==> config.mk <==
export PLATFORM = sky130hd
export DESIGN_NAME = transformer_seq_feeder
export DESIGN_NICKNAME = d
export VERILOG_FILES = /design/src/rtl/transformer_seq_feeder.sv
export SDC_FILE = /design/constraint.sdc
export NUM_CORES = 2
export LEC_CHECK = 0
export CORE_AREA = 3 3 423 425
export CTS_BUF_LIST = sky130_fd_sc_hd__clkbuf_16
export DETAILED_ROUTE_END_ITERATION = 6
export DIE_AREA = 0 0 426 428
export PLACE_DENSITY_LB_ADDON = 0.12
export RECOVER_POWER = 100
export SKIP_CTS_REPAIR_TIMING = 1
export SKIP_LAST_GASP = 1
export SYNTH_ARGS = -nofsm -noshare
export SYNTH_HDL_FRONTEND = slang
export SYNTH_SLANG_ARGS = --single-unit
==> constraint.sdc <==
create_clock -name clk -period 52 [get_ports clk]
set_input_delay 13 -clock clk [delete_from_list [all_inputs] [get_ports clk]]
set_output_delay 13 -clock clk [all_outputs]
set_load 0.01 [all_outputs]
==> src/rtl/transformer_seq_feeder.sv <==
// Streaming packer/unpacker around transformer_encoder_block: fills a SEQ x EMB frame, kicks the encoder, drains the result.
// Optional watchdog on the encoder wait is compiled in with `define SEQ_FEEDER_TIMEOUT_EN.
module transformer_seq_feeder #(
    parameter int SEQ     = 4,
    parameter int EMB     = 8,
    parameter int DATA_W  = 16,
    parameter int TIMEOUT = 1024
) (
    input  logic                                 clk,
    input  logic                                 rst,
    input  logic                                 s_valid,
    output logic                                 s_ready,
    input  logic [DATA_W-1:0]                    s_data,
    input  logic                                 s_last,
    output logic [SEQ-1:0][EMB-1:0][DATA_W-1:0]  enc_seq,
    output logic                                 enc_start,
    input  logic                                 enc_done,
    input  logic [SEQ-1:0][EMB-1:0][DATA_W-1:0]  res_seq,
    output logic                                 m_valid,
    input  logic                                 m_ready,
    output logic [DATA_W-1:0]                    m_data,
    output logic                                 m_last,
    output logic [15:0]                          frame_cnt,
    output logic                                 timeout
);

    localparam int N     = SEQ * EMB;
    localparam int IDX_W = (N > 1) ? $clog2(N) : 1;
    localparam logic [IDX_W-1:0] LAST_IDX = IDX_W'(N - 1);

    typedef enum logic [2:0] {
        ST_LOAD,
        ST_PAD,
        ST_KICK,
        ST_WAIT,
        ST_DRAIN
    } state_t;

    state_t                    state_q, state_d;
    logic [IDX_W-1:0]          idx_q, idx_d;
    logic [N-1:0][DATA_W-1:0]  seq_q, seq_d;
    logic [N-1:0][DATA_W-1:0]  obuf_q, obuf_d;
    logic [N-1:0][DATA_W-1:0]  res_flat;
    logic [15:0]               frame_cnt_q, frame_cnt_d;
    logic                      armed_q;

    // Row-major packed [SEQ][EMB] has the same bit layout as a flat [N] element vector.
    assign res_flat = res_seq;
    assign enc_seq  = seq_q;

    assign s_ready   = (state_q == ST_LOAD) && armed_q;
    assign enc_start = (state_q == ST_KICK);
    assign m_valid   = (state_q == ST_DRAIN);
    assign m_data    = m_valid ? obuf_q[idx_q] : '0;
    assign m_last    = m_valid && (idx_q == LAST_IDX);
    assign frame_cnt = frame_cnt_q;

`ifdef SEQ_FEEDER_TIMEOUT_EN
    localparam logic [31:0] WD_LIMIT = 32'(TIMEOUT - 1);

    logic [31:0] wd_q, wd_d;
    logic        timeout_q, timeout_d;

    assign timeout = timeout_q;
`else
    logic unused_timeout_cfg;

    assign unused_timeout_cfg = |32'(TIMEOUT);
    assign timeout            = 1'b0;
`endif

    // armed_q holds s_ready low until the first clock edge after reset release.
    always_ff @(posedge clk or posedge rst) begin
        if (rst) begin
            state_q     <= ST_LOAD;
            idx_q       <= '0;
            seq_q       <= '0;
            obuf_q      <= '0;
            frame_cnt_q <= '0;
            armed_q     <= 1'b0;
`ifdef SEQ_FEEDER_TIMEOUT_EN
            wd_q        <= '0;
            timeout_q   <= 1'b0;
`endif
        end else begin
            state_q     <= state_d;
            idx_q       <= idx_d;
            seq_q       <= seq_d;
            obuf_q      <= obuf_d;
            frame_cnt_q <= frame_cnt_d;
            armed_q     <= 1'b1;
`ifdef SEQ_FEEDER_TIMEOUT_EN
            wd_q        <= wd_d;
            timeout_q   <= timeout_d;
`endif
        end
    end

    always_comb begin
        state_d     = state_q;
        idx_d       = idx_q;
        seq_d       = seq_q;
        obuf_d      = obuf_q;
        frame_cnt_d = frame_cnt_q;
`ifdef SEQ_FEEDER_TIMEOUT_EN
        wd_d        = wd_q;
        timeout_d   = timeout_q;
`endif
        case (state_q)
            ST_LOAD: begin
                if (s_valid && s_ready) begin
                    seq_d[idx_q] = s_data;
                    if (idx_q == LAST_IDX) begin
                        idx_d   = '0;
                        state_d = ST_KICK;
                    end else begin
                        idx_d = idx_q + IDX_W'(1);
                        if (s_last) begin
                            state_d = ST_PAD;
                        end
                    end
                end
            end
            ST_PAD: begin
                seq_d[idx_q] = '0;
                if (idx_q == LAST_IDX) begin
                    idx_d   = '0;
                    state_d = ST_KICK;
                end else begin
                    idx_d = idx_q + IDX_W'(1);
                end
            end
            ST_KICK: begin
`ifdef SEQ_FEEDER_TIMEOUT_EN
                wd_d = '0;
`endif
                state_d = ST_WAIT;
            end
            ST_WAIT: begin
                // A done arriving in the last watchdog cycle still completes the frame.
                if (enc_done) begin
                    obuf_d  = res_flat;
                    idx_d   = '0;
                    state_d = ST_DRAIN;
                end
`ifdef SEQ_FEEDER_TIMEOUT_EN
                else if (wd_q == WD_LIMIT) begin
                    timeout_d = 1'b1;
                    idx_d     = '0;
                    state_d   = ST_LOAD;
                end else begin
                    wd_d = wd_q + 32'd1;
                end
`endif
            end
            ST_DRAIN: begin
                if (m_ready) begin
                    if (idx_q == LAST_IDX) begin
                        idx_d       = '0;
                        frame_cnt_d = frame_cnt_q + 16'd1;
                        state_d     = ST_LOAD;
                    end else begin
                        idx_d = idx_q + IDX_W'(1);
                    end
                end
            end
            default: begin
                idx_d   = '0;
                state_d = ST_LOAD;
            end
        endcase
    end

endmodule

==> metrics.yaml <==
status:
  outcome: "complete, but fails checks"
  violations: "capacitance limit, slew limit"
drt:
  wl_per_cell_um: 31.0
  dr.pass1.iters: 5
  ant_nets: 0
  viasPerCell: 4.83
  met2WireLength_um: 102000
  highest_layer: "met5"
  initialDrtViolationCount: 2024
  drc: 0
  dr_wl_met3_um: 13200
  drt-met1-wl_um: 78400
  vias: 31300
  drt_wl_total_um: 201000
hold_path:
  hold_class: "reg -> reg"
yosys:
  syn_inst: 2983
  synth.avg_cell_area_sq_um: 14.4
  synth_nets: 3524
  synthArstFlopShare_pct: 100
  synth_seq_cells: 1049
  synth_ff_type: "dfrtp_1"
  yosysUniqueCellTypes: 55
  ys_warn_count: 0
  synth_edf_count: 0
  syn_area_sq_um: 43100
  seq_area_frac_synth_pct: 60.9
sta:
  tightest_slew_ps: 8330
  maxSlewViolCount: 1747
  setup_tns_ps: 0
  hold-worst-slack_ps: 483
  timing.final.crit_share_pct: 53.1
  fin_crit_ps: 27590
  worst_clock_skew_ps: 27.5
  max_slew_margin_pct: -455
  rsz0062_at_grt: "false"
  hold_viol_final: 0
  setup_viol: 0
  max_freq_ghz: 0.0362
global_route:
  grt_max_degree: 147
  grt.total_usage_pct: 21.5
  grt_pass1_wl_um: 275000
  antenna_found_initial: 103
  gr-total-overflow: 0
  grt_pass1_vias: 31600
floorplanning:
  pin_count: 1083
  die_h_um: 428
  fp-row-count: 154
  die_area_sq_um: 182000
  initial_utilization_pct: 24.5
  die_w_um: 426
  core_area_sq_um: 176000
cells_and_area:
  fin_area_sq_um: 60000
  drive_above_1_share_pct: 19.0
  n_fill_cell: 17500
  nets: 4554
  final_cell_mix: "1049 x dfrtp_1, 547 x dlygate4sd3_1, 518 x clkdlybuf4s50_1"
  areaGrowthSynthToFinish_pct: 39.2
  layout_commonest_cell: "dfrtp_1"
clock_tree:
  clock_sinks: 1049
  path_clk_slew_ps: 60
  numCtsBuffers: 130
  root_buffer: "clkbuf_16"
  cts_tree: "built"
  clkLatencyLatePin_ps: 790
  clockBufferDepth: 3
  htreeDepth: 4
setup_path:
  crit_path_max_incr_delay_ps: 5990
  reg2reg_slack_ps: 42900
  crit_path_start_kind: "input port"
  end_kind: "async pin"
  cpMaxStageDelayCell: "clkbuf_1"
  critPathKind: "in -> async"
  path_cells: "dlygate4sd3_1 -> clkinvlp_2 -> clkbuf_1 -> clkbuf_1 -> clkbuf_1"
  cp_max_fo: 146
  cp.required_ps: 52120
  worstPathArrival_ps: 27710
  cp_common_cell: "clkbuf_1"
placement:
  placed_area_sq_um: 56200
  io_buffers: 1081
  place.gp.congestion: 0.826
  dp.final_hpwl_um: 149000
power:
  leakage_nw: 28.5
  worst_ir_drop_vdd_mv: 0.0317
  power.density_nw_per_um2: 52.2
job:
  maxCapViolCount: 26
## through the flow
stage / power (W) / utilization (%) / instances / setup WS, ps
after floorplan: 0.00179 / - / 2983 / 9470
after global placement: 0.00230 / 32.0 / 6221 / 34620
after detailed placement: 0.00230 / 32.0 / 6221 / 34640
after CTS: 0.00319 / 34.2 / 6447 / 34150
after global routing: 0.00329 / 34.1 / 6464 / 21460
final: 0.00313 / 34.1 / 6480 / 24410
## sequential cells by signal (all words and copies together) (netlist names)
| register | count |
|---|---|
| state_q | 3 |
| frame_cnt | 16 |
| enc_seq | 512 |
| armed_q | 1 |
| idx_q | 5 |
| obuf_q | 512 |
## worst max-delay path: cells and delay by family
kind                   cells  cell delay, ps
buffers and inverters      5           14450
## synth_stat cells (7+ instances only)
cell type	instances	share of area, %
dfrtp_1	1049	61
mux2_2	513	13
a22o_1	512	10
mux2i_1	259	6.0
o22ai_1	128	1.9
buf_2	119	1.4
clkbuf_1	97	0.85
nor2_1	39	0.34
buf_4	28	0.49
nand2_1	26	0.23
nand2_2	24	0.35
nor2_4	24	0.63
a31oi_1	16	0.23
nor4_1	16	0.23
xnor2_1	13	0.26
nand3_1	11	0.13
nand4_1	10	0.15
and2_1	7	0.10
ha_1	7	0.20
## cells by family (layout without fill, tap and decap cells)
family / after synthesis / count (layout) / synth area share [%]
compound gates: 672 / 672 / 12.8
xor+xnor: 15 / 15 / 0.305
fa+ha+maj: 7 / 7 / 0.203
buf+inv: 256 / 1380 / 2.88
flops: 1049 / 1049 / 60.9
mux: 772 / 772 / 19.4
other cells: 2 / 35 / 0.0174
simple gates: 210 / 210 / 3.45
## path summary, 6_finish.rpt
kind                                                 from                        end  cells after the start
worst min register to register  frame_cnt[15]$_DFFE_PP0P_  frame_cnt[15]$_DFFE_PP0P_                      1
worst min-delay path            frame_cnt[15]$_DFFE_PP0P_  frame_cnt[15]$_DFFE_PP0P_                      1
worst max-delay path                                  rst    obuf_q[366]$_DFFE_PP0P_                      5
min in group asynchronous                             rst  frame_cnt[15]$_DFFE_PP0P_                      2
worst max register to register     state_q[0]$_DFFE_PP0P_    obuf_q[178]$_DFFE_PP0P_                      5
max in group clk                     idx_q[0]$_DFFE_PP0P_                  m_data[1]                      7
## power by group
part | switching (W) | leakage [nW] | total, W | internal [W]
clock | 0.000380 | 2.07 | 0.000866 | 0.000486
sequential | 0.000164 | 14.0 | 0.00124 | 0.00107
combinational | 0.000483 | 12.4 | 0.00102 | 0.000541
total | 0.00103 | 28.5 | 0.00313 | 0.00210
## layer usage
metal / vias up / global-route usage [%]
li1: 13400 / -
met2: 1183 / 37.5
met5: - / 0
met1: 16300 / 25.4
met3: 375 / 5.69
met4: 44 / 7.20
## area by class of cell
cell class / instances / area, sq um / area share, %
Antenna cell: 33 / 82.6 / 0.138
Clock buffer: 133 / 3330 / 5.55
Clock inverter: 93 / 669 / 1.12
Inverter: 7 / 27.5 / 0.0459
Multi-Input combinational cell: 1678 / 15600 / 25.9
Sequential cell: 1049 / 26300 / 43.8
Tap cell: 2340 / 2930 / 4.88
Timing Repair Buffer: 1147 / 11100 / 18.6
Power figures use the tool's default switching activity.
==> RTL edit (config.mk and constraints unchanged) <==
Add a define of `SEQ_FEEDER_TIMEOUT_EN`.
--- a/src/rtl/transformer_seq_feeder.sv
+++ b/src/rtl/transformer_seq_feeder.sv
@@ -1,5 +1,7 @@
 // Streaming packer/unpacker around transformer_encoder_block: fills a SEQ x EMB frame, kicks the encoder, drains the result.
 // Optional watchdog on the encoder wait is compiled in with `define SEQ_FEEDER_TIMEOUT_EN.
+`define SEQ_FEEDER_TIMEOUT_EN
+
 module transformer_seq_feeder #(
     parameter int SEQ     = 4,
     parameter int EMB     = 8,
Function: not settled (the Yosys comparison gave no result); the edit may change what the design does.
==> RTL edit against the unedited design <==
- the flow finishes with violations (DRC, capacitance limit, slew limit)
- routed wire length grew 0.44%
- largest power group unchanged
- utilization grew 0.91 points
- synthesized cell count grew 3.9%
- setup slack lost 2.1 ns
- first-iteration DRC count rose by 18%
- critical endpoint is now obuf_q[401]
- total power decreased by 1.9%
- clock skew decreased by 0.0097 ns
- design area rose by 2.7%
- synthesized area is 2.7% higher
- sequential cell count is 33 higher
- maximum frequency down 7.2%
==> RTL edit: results (changes against the unedited design) <==
| Metric | Value |
|---|---|
| Routed len/inst | 30.5 um (-1.4%) |
| Final-layout fill cell count | 17300 (-0.64%) |
| Multi-input combinational cell count | 1759 (+4.8%) |
| DP HPWL | 148 mm (-0.69%) |
| Number of ordinary and repair buffers in the finished layout | 1154 (+0.61%) |
| Mean instance size in the synthesized netlist | 14.3 um^2 (-1.1%) |
| Reg2Reg Launch Point | state_q[1] |
| Clk cell area share | 6.52% (-0.15 points) |
| Number of diodes added for antenna fixing | 26 (-21%) |
| Post-layout net count | 4683 (+2.8%) |
| Post-route DRC violation count | 1 (+1) |
| Buffers added on ports | 1082 (+0.093%) |
| Tot GR Track Use | 21.6% (+0.12 points) |
| Detailed Routing Iterations Pass 1 | 7 (+2) |
| Slew Viols, Final | 1722 (-1.4%) |
| Reg area | 0.0271 mm^2 (+3.2%) |
| Worst-Margin Slew | 8.20 ns (-0.136 ns) |
| Multi-input logic portion of the cell area | 26.4% (+0.43 points) |
| Endpoint of the worst register-to-register path | obuf_q[288] |
| Share of the core filled with cells | 35.0% (+0.91 points) |
| GR Layer Usage met2 | 37.8% (+0.33 points) |
| Number of placed instances, taps included | 6346 (+2.0%) |
| VDD IR-drop max | 0.0270 mV (-15%) |
| Layout inverter count without the clock tree | 11 (+4) |
| Post-layout power | 3.07 mW (-1.9%) |
| Fraction of the yosys area taken by sequential cells | 61.2% (+0.24 points) |
| Xor/xnor cell area share of the yosys netlist | 0.297% (-0.0081 points) |
| Switching power share of the total | 32.4% (-0.41 points) |
| Sequential cell count | 1082 (+3.1%) |
| Portion of the layout cell area used by non-clock buffers | 18.2% (-0.37 points) |
| Synth Area in Adders | 0.198% (-0.0054 points) |
| Worst hold margin | 0.487 ns (+0.00390 ns) |
| Fraction of synthesized area in multiplexers | 19.6% (+0.15 points) |
| Worst setup skew after layout | 0.0178 ns (-0.00967 ns) |
| Violated checks | DRC, capacitance limit, slew limit |
| Outcome | finished with violations |
| Vias in the first global route | 33200 (+4.9%) |
| Highest net fanout along the worst path | 156 (+6.8%) |
| Post-placement cell area | 0.0577 mm^2 (+2.7%) |
| Synth top cells by count | 1082 x sky130_fd_sc_hd__dfrtp_1, 528 x sky130_fd_sc_hd__mux2_2, 512 x sky130_fd_sc_hd__a22o_1 |
| Number of maximum-capacitance constraint violations | 27 (+3.8%) |
| Via/cell ratio | 4.90 (+1.4%) |
| Grt met3 use | 5.98% (+0.29 points) |
| Post-layout minimum cycle time | 29.72 ns (+2.13 ns) |
| R2r worst-path depth | 8 (+3) |
| R2R Setup Slk | 39.43 ns (-3.47 ns) |
| Cts bufs inserted | 134 (+3.1%) |
## RTL edit: critical path, stage by stage
cell                            delay, ns
sky130_fd_sc_hd__dlygate4sd3_1       0.55
sky130_fd_sc_hd__clkinvlp_2          2.76
sky130_fd_sc_hd__clkbuf_1            5.58
sky130_fd_sc_hd__clkbuf_1            6.02
## RTL edit: metal layers
metal | up-vias | share of wire (%)
met1 | 16900 | 39
met2 | 1159 | 51
met3 | 294 | 6.7
li1 | 13900 | -
met4 | 32 | 3.2
met5 | - | 0.095
## RTL edit: cells by family after synthesis
| kind of cell | after synthesis |
|---|---|
| other cells | 1 |
| buf+inv | 259 |
| fa+ha+maj | 7 |
| xor+xnor | 15 |
| mux | 722 |
| simple gates | 305 |
| flops | 1082 |
| compound gates | 709 |
